`src/rtl/uart_rx.sv`:
```
// uart_rx: 8N1 serial receiver, LSB first, midpoint sampling.
// Emits each good byte with a 1-cycle strobe; flags bad stop bits.
module uart_rx #(
  parameter int CLKS_PER_BIT = 434,
  parameter int HALF_BIT     = CLKS_PER_BIT / 2
) (
  input  logic       clk_50M,
  input  logic       rst_n,
  input  logic       rx,
  output logic [7:0] rx_msg,
  output logic       rx_valid,
  output logic       frame_err,
  output logic       busy
);

  localparam int CW = $clog2(CLKS_PER_BIT);

  typedef enum logic [2:0] {
    S_IDLE,
    S_START,
    S_DATA,
    S_STOP,
    S_BRK
  } state_t;

  state_t          state;
  state_t          nxt;
  logic            sync1;
  logic            rx_s;
  logic [CW-1:0]   bit_cnt;
  logic [2:0]      idx;
  logic [7:0]      shreg;
  logic            mid_start;
  logic            bit_end;
  logic            load;
  logic            bad;

  assign mid_start = (bit_cnt == CW'(HALF_BIT - 1));
  assign bit_end   = (bit_cnt == CW'(CLKS_PER_BIT - 1));

  // two-flop synchronizer; idles high so reset never looks like a start
  always_ff @(posedge clk_50M or negedge rst_n) begin
    if (!rst_n) begin
      sync1 <= 1'b1;
      rx_s  <= 1'b1;
    end else begin
      sync1 <= rx;
      rx_s  <= sync1;
    end
  end

  // state register
  always_ff @(posedge clk_50M or negedge rst_n) begin
    if (!rst_n) state <= S_IDLE;
    else        state <= nxt;
  end

  // next-state decode
  always_comb begin
    nxt = state;
    unique case (state)
      S_IDLE: begin
        if (!rx_s) nxt = S_START;
      end
      S_START: begin
        if (mid_start) nxt = rx_s ? S_IDLE : S_DATA;
      end
      S_DATA: begin
        if (bit_end && idx == 3'd7) nxt = S_STOP;
      end
      S_STOP: begin
        if (bit_end) nxt = rx_s ? S_IDLE : S_BRK;
      end
      S_BRK: begin
        if (rx_s) nxt = S_IDLE;
      end
      default: nxt = S_IDLE;
    endcase
  end

  // output decode: stop-bit verdict and busy flag
  always_comb begin
    busy = (state != S_IDLE);
    load = (state == S_STOP) && bit_end && rx_s;
    bad  = (state == S_STOP) && bit_end && !rx_s;
  end

  // bit timer: restarts on every state change and at each bit boundary
  always_ff @(posedge clk_50M or negedge rst_n) begin
    if (!rst_n) begin
      bit_cnt <= '0;
    end else if (nxt != state || bit_end ||
                 state == S_IDLE || state == S_BRK) begin
      bit_cnt <= '0;
    end else begin
      bit_cnt <= bit_cnt + CW'(1);
    end
  end

  // data capture at each data-bit midpoint
  always_ff @(posedge clk_50M or negedge rst_n) begin
    if (!rst_n) begin
      idx   <= 3'd0;
      shreg <= 8'h00;
    end else if (state == S_START) begin
      idx <= 3'd0;
    end else if (state == S_DATA && bit_end) begin
      shreg[idx] <= rx_s;
      idx        <= idx + 3'd1;
    end
  end

  // registered result and single-cycle strobes
  always_ff @(posedge clk_50M or negedge rst_n) begin
    if (!rst_n) begin
      rx_msg    <= 8'h00;
      rx_valid  <= 1'b0;
      frame_err <= 1'b0;
    end else begin
      rx_valid  <= load;
      frame_err <= bad;
      if (load) rx_msg <= shreg;
    end
  end

endmodule

```
`config.mk`:
```
export PLATFORM = sky130hd
export DESIGN_NAME = uart_rx
export DESIGN_NICKNAME = d
export VERILOG_FILES = /design/src/rtl/uart_rx.sv
export SDC_FILE = /design/constraint.sdc
export NUM_CORES = 1
export LEC_CHECK = 0
export CAP_MARGIN = 20
export CORE_ASPECT_RATIO = 0.75
export CORE_UTILIZATION = 40
export CTS_CLUSTER_DIAMETER = 40
export DETAILED_ROUTE_END_ITERATION = 8
export GPL_ROUTABILITY_DRIVEN = 0
export PLACE_DENSITY = 0.6
export SLEW_MARGIN = 0
export SYNTH_ARGS = -nofsm -noshare
export SYNTH_HDL_FRONTEND = slang
export SYNTH_SLANG_ARGS = --single-unit
```
`constraint.sdc`:
```
create_clock -name clk_50M -period 1.8 [get_ports clk_50M]
set_input_delay 0.36 -clock clk_50M [delete_from_list [all_inputs] [get_ports clk_50M]]
set_output_delay 0.36 -clock clk_50M [all_outputs]
set_load 0.02 [all_outputs]
```
; ---- Word level (Yosys, flattened, before mapping)
; Index checks and enable logic that the tools add are counted.
; Widths: inputs -> output; s select.
[totals]
word_cells = 50
inputBits = 3
output_inout_bits = 11
ff_bits = 35
[classes]
n_bitwise = 1
n_lt_le_gt_ge = 2
muxes = 14
reduce_logical = 14
addsub = 2
n_eq_ne = 8
[op_table]
columns = op, count
row1 = $mux 3, 8
row2 = $pmux 3 s5, 1
row3 = $add 9x1->9 const B, 1
row4 = $eq 9x8->1 const B, 1
row5 = $eq 9x9->1 const B, 1
row6 = $mux 9, 1
row7 = $bwmux 8, 1
row8 = $eq 3x2->1 const B, 2
row9 = $eq 3x3->1 const B, 2
row10 = $logic_and 1x1->1, 6
row11 = $lt 3x4->1 const B, 1
row12 = $add 3x1->3 const B, 1
row13 = $demux 1 s3, 1
row14 = $eq 3x1->1 const B, 1
row15 = $ge 3x1->1 const B, 1
row16 = $logic_not 3->1, 1
row17 = $logic_or 1x1->1, 3
row18 = $ne 3x3->1, 1
row19 = $reduce_bool 3->1, 1
row20 = $mux 2, 1
row21 = $reduce_and 2->1, 1
row22 = $reduce_bool 2->1, 1
row23 = $logic_not 1->1, 1
row24 = $mux 1, 1
row25 = $not 1->1, 1

; ---- Longest topological paths before layout
; Gate-level depths: netlist (run 1).
[logic_depth]
depth_word = 9
ltp_mapped = 7
ltp_nobuf = 6

; ---- Worst setup path before layout (run 1)
; Ideal clock, no wire load.
[synth_path]
path_type = flip-flop to flip-flop
startpoint = reg bit_cnt[1]
endpoint = reg shreg[4]
path_stages_with_launch = 8
arrival_ns = 1.706
path_slack_ns = -0.031
setup_ns = 0.125
path_cell_list = dfrtp_1 -> inv_1 -> ha_1 -> and4bb_2 -> nand4_2 -> buf_6 -> nor4_1 -> mux2_2
[synth_via]
elab_chain_cells = 3
[synth_lines]
columns = element, line
row1 = "start, declared", 30  ; logic [CW-1:0] bit_cnt;
row2 = "start signal, assigned", 96  ; bit_cnt <= bit_cnt + CW'(1);
row3 = $eq 9x9->1, 39  ; assign bit_end = (bit_cnt == CW'(CLKS_PER_BIT - 1));
row4 = $logic_and 1x1->1, 107  ; end else if (state == S_DATA && bit_end) begin
row5 = $reduce_and 2->1 (no line), n/a
row6 = "end signal, assigned by index", 108  ; shreg[idx] <= rx_s;
row7 = "end, declared", 32  ; logic [7:0] shreg;
; Every way passes these cells.
; A chain may end at the register's enable or synchronous reset.

; ---- Worst setup path after layout (run 1)
[layout_path]
startpoint = reg bit_cnt[1]
endpoint = reg rx_msg[1]
[layout_via]
elab_chain_cells = 3
[layout_lines]
columns = element, line
row1 = $eq 9x9->1, 39
row2 = $logic_and 1x1->1 (2 in a row), 84  ; load = (state == S_STOP) && bit_end && rx_s;
row3 = net load, 35  ; logic load;
row4 = "end signal, assigned", 122  ; if (load) rx_msg <= shreg;
row5 = "end, declared", 10  ; output logic [7:0] rx_msg,
; The timed path passes the listed nets, and every way through them passes these cells.

==> flow_summary.ini, run 1 <==
[sta]
slew_headroom_pct = 70.28
timing.final.crit_period_ps = 1847
hold_violations = 0
slew_viol_final = 0
setup_viol = 15
setup_slack_ps = -46.58
rsz0062_at_grt = true
max_slew.worst_pin.slew_ps = 445.9
fin_crit_sh_pct = 102.6
finClkSkew_ps = 5.677
fmax_mhz = 541.5

[pwr]
intPower_mw = 1.248
p_seq_share_pct = 51.3
power_frac_clock_pct = 47.0
ir_worst_vdd_v = 0.0005214
comb_power_share_pct = 1.7
totalPowerFinal_mw = 1.551
p_per_area_nw_per_um2 = 644.8
p_sw_mw = 0.3027
p_sw_share_pct = 19.52
p_leak_nw = 1.122

[layout]
antenna_cells = 0
final_cells = 236
drive_gt1_share_pct = 41.30
postLayoutCellArea_sq_um = 2405
syn2layout_area_growth_pct = 46.49
nNetsFinal = 191
final_core_util_pct = 63.62
final_cell_mix = 32 x dfrtp_1, 24 x buf_4, 14 x mux2_4
layout_commonest_cell = dfrtp_1

[grt]
grt_pass1_vias = 1252
grt_pass1_wl_um = 5996
busiest_layer = met2
grt_util_met3_pct = 4.320
use_met2_pct = 29.09
grtUsageMet1_pct = 24.31
grt_max_degree = 36
antenna_found_initial = 0
gr-total-overflow = 0
grt_usage_pct = 18.14

[setup_path]
worstSetupPathType = flip-flop to flip-flop
worstSetupEndpointType = flip-flop
cp_max_fo = 5
cp.required_ps = 1970
startpoint_type = flip-flop
arrival_ps = 2010

[routing]
postRouteAntennaNets = 0
remaining_drc_errors = 0
viasPerCell = 5.110
drtPass1Iterations = 4
drtIter0Drc = 50
routed_wl_um = 3696
vias = 1206
wl_per_cell_um = 15.66

[die]
placementRows = 19
dieArea_sq_um = 4367
start_util_pct = 43.43
core_area_sq_um = 3780
io_pins = 14
die_h_um = 57.48
die_w_um = 75.97

[clocking]
cts_buffer_depth = 2
cts.clk_slew.worst_paths_ps = 70
cts_tree = yes
h-tree-depth = 2
cts_root_buffer = clkbuf_8
cts_sinks = 35
clkLatencyLatePin_ps = 280
numCtsBuffers = 5

[synthesis]
async_reset_ff_share_pct = 100.0
syn_area_per_cell_sq_um = 11.98
ys_seq_area_share_pct = 53.51
synth_edf_count = 0
dominantRegCellSynth = dfrtp_1
yosysWarnings = 0
syn_area_sq_um = 1642
syn_inst = 137
ys_ff_latch = 35
yosysUniqueCellTypes = 35
synth.net_count = 145

[placement]
place_hpwl_um = 2260
portBuffers = 13
place_area_sq_um = 2031
placed_cells = 222
dp_slack_ps = -146.1

[run_status]
violations = negative setup slack
outcome = complete, but fails checks

[hold_path]
holdCritPathClass = flip-flop to flip-flop

[flow_run]
cap_violations = 0
-- critical path: stages (launching register included) --
cell      delay, ps
dfrtp_1         390
inv_2            80
ha_4            110
and4bb_2        280
buf_6           130
nand2_4          50
nor3_4          200
buf_6           180
mux2_4          300
-- registers in the layout, summed over array words and instances, names as in the netlist --
name	cells
sync1	1
shreg	8
rx_msg	8
idx	3
bit_cnt	9
frame_err	1
rx_valid	1
rx_s	1
state	3
-- cells in the mapped netlist, types with 2 or more instances --
cell | number | area (sq um)
nor3_1 | 11 | 55.05
ha_1 | 5 | 62.56
a21oi_1 | 2 | 10.01
nor4b_1 | 2 | 17.52
nand4_1 | 5 | 31.28
mux2_2 | 16 | 180.2
dfrtp_1 | 33 | 825.8
o21ai_0 | 2 | 10.01
mux2i_1 | 2 | 20.02
xor2_1 | 7 | 61.31
inv_1 | 8 | 30.03
nor3b_1 | 2 | 15.01
nor2_1 | 9 | 33.78
clkbuf_1 | 2 | 7.510
nand3_1 | 4 | 20.02
nor4_1 | 4 | 25.02
nand2_1 | 4 | 15.01
dfstp_2 | 2 | 52.55
-- what timing repair did --
action / CTS / global route
gates cloned: 1 / 1
setup endpoints to repair: 25 / 26
hold buffers: 0 / 0
endpoints found under the hold margin: 0 / 0
setup buffers: 4 / 3
gates resized for setup: 24 / 19
pin swaps: 1 / 5
-- cells by family (layout without fill, tap and decap cells) --
kind of cell	after synthesis	in the layout	share of synthesized area, %
compound gates	7	7	3.125
xor+xnor	8	8	4.268
fa+ha+maj	5	5	3.811
buf+inv	12	59	3.277
flops	35	35	53.51
mux	18	18	12.20
simple gates	52	52	19.82
-- routing by layer --
metal	vias to the layer above	wire [um]	part of all wire [%]
met5	-	0	0
met4	0	36	0.97
met3	5	90	2.4
met2	17	1747	47
met1	599	1821	49
li1	585	-	-
-- per-stage QoR --
step / TNS (ps) / hold slack, ps
final: -314.7 / 363.3
after global routing: -2063 / 368.7
after CTS: -321.8 / 361.2
after detailed placement: -1366 / 351.3
after global placement: -673.0 / 347.8
after floorplan: -145.8 / 64.41
-- worst paths after layout --
check | from | endpoint | slack [ps] | cells past startpoint
min in group asynchronous | rst_n | state[2] | 440 | 2
worst min-delay path | sync1 | rx_s | 360 | 0
worst max register to register | bit_cnt[1] | rx_msg[1] | -50 | 8
worst max-delay path | bit_cnt[1] | rx_msg[1] | -50 | 8
max in group asynchronous | rst_n | sync1 | 1110 | 2
worst min register to register | sync1 | rx_s | 360 | 0
-- area by class of cell --
type                            count  area, sq um
Sequential cell                    35        879.6
Timing Repair Buffer               43        407.9
Clock buffer                        6        82.58
Clock inverter                      2        35.03
Inverter                            8        30.03
Multi-Input combinational cell     90        904.6
Fill cell                         271         1375
Tap cell                           52        65.06
-- power groups by stage --
stage | Clock, mW | Combinational (mW) | Sequential, mW
after global routing | 0.786 | 0.0314 | 0.795
final | 0.728 | 0.0269 | 0.796
after global placement | 0 | 0.0279 | 0.810
after floorplan | 0 | 0.00472 | 0.806
after CTS | 0.737 | 0.0282 | 0.795
after detailed placement | 0 | 0.0281 | 0.810
Note: power is estimated with default switching activity, not from simulation.
==> run 2, diff against run 1 <==
- ABC_AREA: default -> 1
==> run 2 against run 1 <==
  * The flow now finishes without violations
  * Fmax grew 7.7%
  * Count of clock-buffer cells in the layout is the same
  * Worst setup slack better by 130 ps
  * First-iteration DRC count decreased by 6.0%
  * Core utilization shrank 12 points
  * Combinational power fell by 8.9%
  * Routed wire length fell by 15%
  * Register-to-register slack better by 230 ps
  * Largest cell class is now registers
==> flow_summary.ini, run 2 <==
[run_status]
outcome = finished clean

[sta]
setup_slack_ps = 86.18
rsz0062_at_grt = false
slew_viol_final = 0
max_slew.worst_pin.slew_ps = 450.5
finClkSkew_ps = 8.300
setup_tns_ps = 0
setup_viol = 0
hold_violations = 0
fmax_mhz = 583.5
slew_headroom_pct = 69.97
timing.final.crit_period_ps = 1714
fin_crit_sh_pct = 95.21

[clocking]
cts_tree = yes
cts_sinks = 35
cts_root_buffer = clkbuf_8
cts_hold_buf = 0
cts.clk_slew.worst_paths_ps = 70
h-tree-depth = 2
cts_buffer_depth = 2
numCtsBuffers = 5
clkLatencyLatePin_ps = 290

[synthesis]
async_reset_ff_share_pct = 100.0
dominantRegCellSynth = dfrtp_1
yosysTopAreaCellShare_pct = 49.96
synth_top_family_by_area = simple AND/OR/NAND/NOR gates
yosysWarnings = 0
ys_top_cells_by_area = dfrtp_1 50%, nand2_1 11%, nor2_1 5.2%
synth_mux_area_share_pct = 0
syn_area_per_cell_sq_um = 9.032
synthXorXnorAreaFrac_pct = 3.179
yosysUniqueCellTypes = 26
synth.net_count = 191
yosys.area.top_type = dfrtp_1
synth_compound_area_share_pct = 5.829
synthTopCellsByCount = 50 x nand2_1, 33 x dfrtp_1, 23 x nor2_1
syn_area_sq_um = 1653
synth_most_common_cell = nand2_1
syn_inst = 183
ys_ff_latch = 35
ys_seq_area_share_pct = 53.14
yosys.area_share.simple_pct = 28.99
synth_fa_ha_area_share_pct = 3.785
synth_edf_count = 0

[pwr]
p_leak_nw = 0.9612
p_per_area_nw_per_um2 = 698.5
ir_worst_vdd_v = 0.0003994

[setup_path]
startpoint_type = flip-flop
worstSetupPathType = flip-flop to primary output
arrival_ps = 1350
ff2ff_setup_slack_ps = 180
worstSetupEndpointType = primary output
reg2reg_from = bit_cnt[1]
r2r_cells = 10
timing.rr.end = bit_cnt[3]
cp_max_fo = 3
cp.required_ps = 1440

[placement]
dp_slack_ps = 110.0
place_area_sq_um = 1863
portBuffers = 13
place_hpwl_um = 2263
placed_cells = 250

[grt]
gr-total-overflow = 0
grt_max_degree = 36
antenna_found_initial = 0
grt_pass1_wl_um = 5727
grt_usage_pct = 17.19
grt_pass1_vias = 1248

[hold_path]
hp-start = sync1
hold_end = rx_s
holdCritPathClass = flip-flop to flip-flop
whs_path_depth = 0

[layout]
largest_reg_flops = 9
syn2layout_area_growth_pct = 18.93
final_cell_mix = 50 x nand2_1, 32 x dfrtp_1, 22 x nor2_1
nNetsFinal = 215
final_cells = 260
postLayoutCellArea_sq_um = 1966
reg.largest.list = bit_cnt x9, rx_msg x8, shreg x8
regMostFlops = bit_cnt
antenna_cells = 0
drive_gt1_share_pct = 13.46
layout_commonest_cell = nand2_1

[die]
io_pins = 14
start_util_pct = 43.45
placementRows = 19
die_w_um = 76.23
core_area_sq_um = 3804
dieArea_sq_um = 4396
die_h_um = 57.67

[routing]
remaining_drc_errors = 0
drtIter0Drc = 47
wl_per_cell_um = 12.13
vias = 1226
drtPass1Iterations = 4
viasPerCell = 4.715
routed_wl_um = 3155
postRouteAntennaNets = 0

[flow_run]
cap_violations = 0
run 2: how the worst max path moves through the flow:
| stage | from | end | slack, ps | depth (start not counted) |
|---|---|---|---|---|
| after floorplan | bit_cnt[1] | bit_cnt[0] | 370 | 10 |
| after global placement | state[0] | busy | 200 | 5 |
| after detailed placement | state[0] | busy | 110 | 5 |
| after CTS | state[0] | busy | 10 | 5 |
| after global routing | state[1] | busy | 10 | 5 |
| final | state[1] | busy | 90 | 5 |
run 2: power by group:
group | leakage [nW] | internal [mW] | total [mW] | switching (mW)
Combinational | 0.454 | 0.00544 | 0.0245 | 0.0191
Sequential | 0.466 | 0.790 | 0.793 | 0.00256
Clock | 0.0412 | 0.270 | 0.556 | 0.286
run 2: critical path: stages (launching register included):
cell and delay, ps:
dfrtp_2 440, inv_1 70, nand2_1 90, nor2_2 120, inv_1 40, dlygate4sd2_1 310
run 2: cells by family after synthesis:
| logic type | Yosys count |
|---|---|
| and+or+nand+nor | 100 |
| buffers and inverters | 21 |
| AOI/OAI and AO/OA | 16 |
| adders and majority gates | 5 |
| DFF | 35 |
| xor gates and xnor gates | 6 |
run 2: final cells by class:
type | instances | area (sq um)
clock buffers | 6 | 72.57
flip-flops and latches | 35 | 879.6
fillers | 345 | 1838
multi-input cells | 127 | 693.2
inverters | 21 | 83.83
repair buffers | 17 | 158.9
clock inverters | 2 | 12.51
well taps | 52 | 65.06
run 2: per-layer routing:
layer | up-vias | track usage [%] | share of wire (%)
li1 | 623 | - | -
met1 | 581 | 23.72 | 52
met2 | 16 | 25.10 | 43
met3 | 6 | 5.039 | 3.7
met4 | 0 | 8.242 | 1.6
met5 | - | 0 | 0
run 2: timing repair:
| action | in CTS | in global routing |
|---|---|---|
| setup endpoints to repair | 1 | 1 |
| setup buffers | 0 | 2 |
| endpoints found under the hold margin | 0 | 0 |
| gates cloned | 0 | 0 |
| gates resized for setup | 1 | 2 |
run 2: per-stage QoR:
step | util (%) | hold slack (ps) | power (mW)
floorplan | - | 64.41 | 0.8096
global placement | 48.98 | 350.4 | 0.8329
detailed placement | 48.98 | 348.8 | 0.8335
CTS | 51.18 | 362.6 | 1.396
global route | 51.68 | 366.6 | 1.432
finish | 51.68 | 361.3 | 1.373
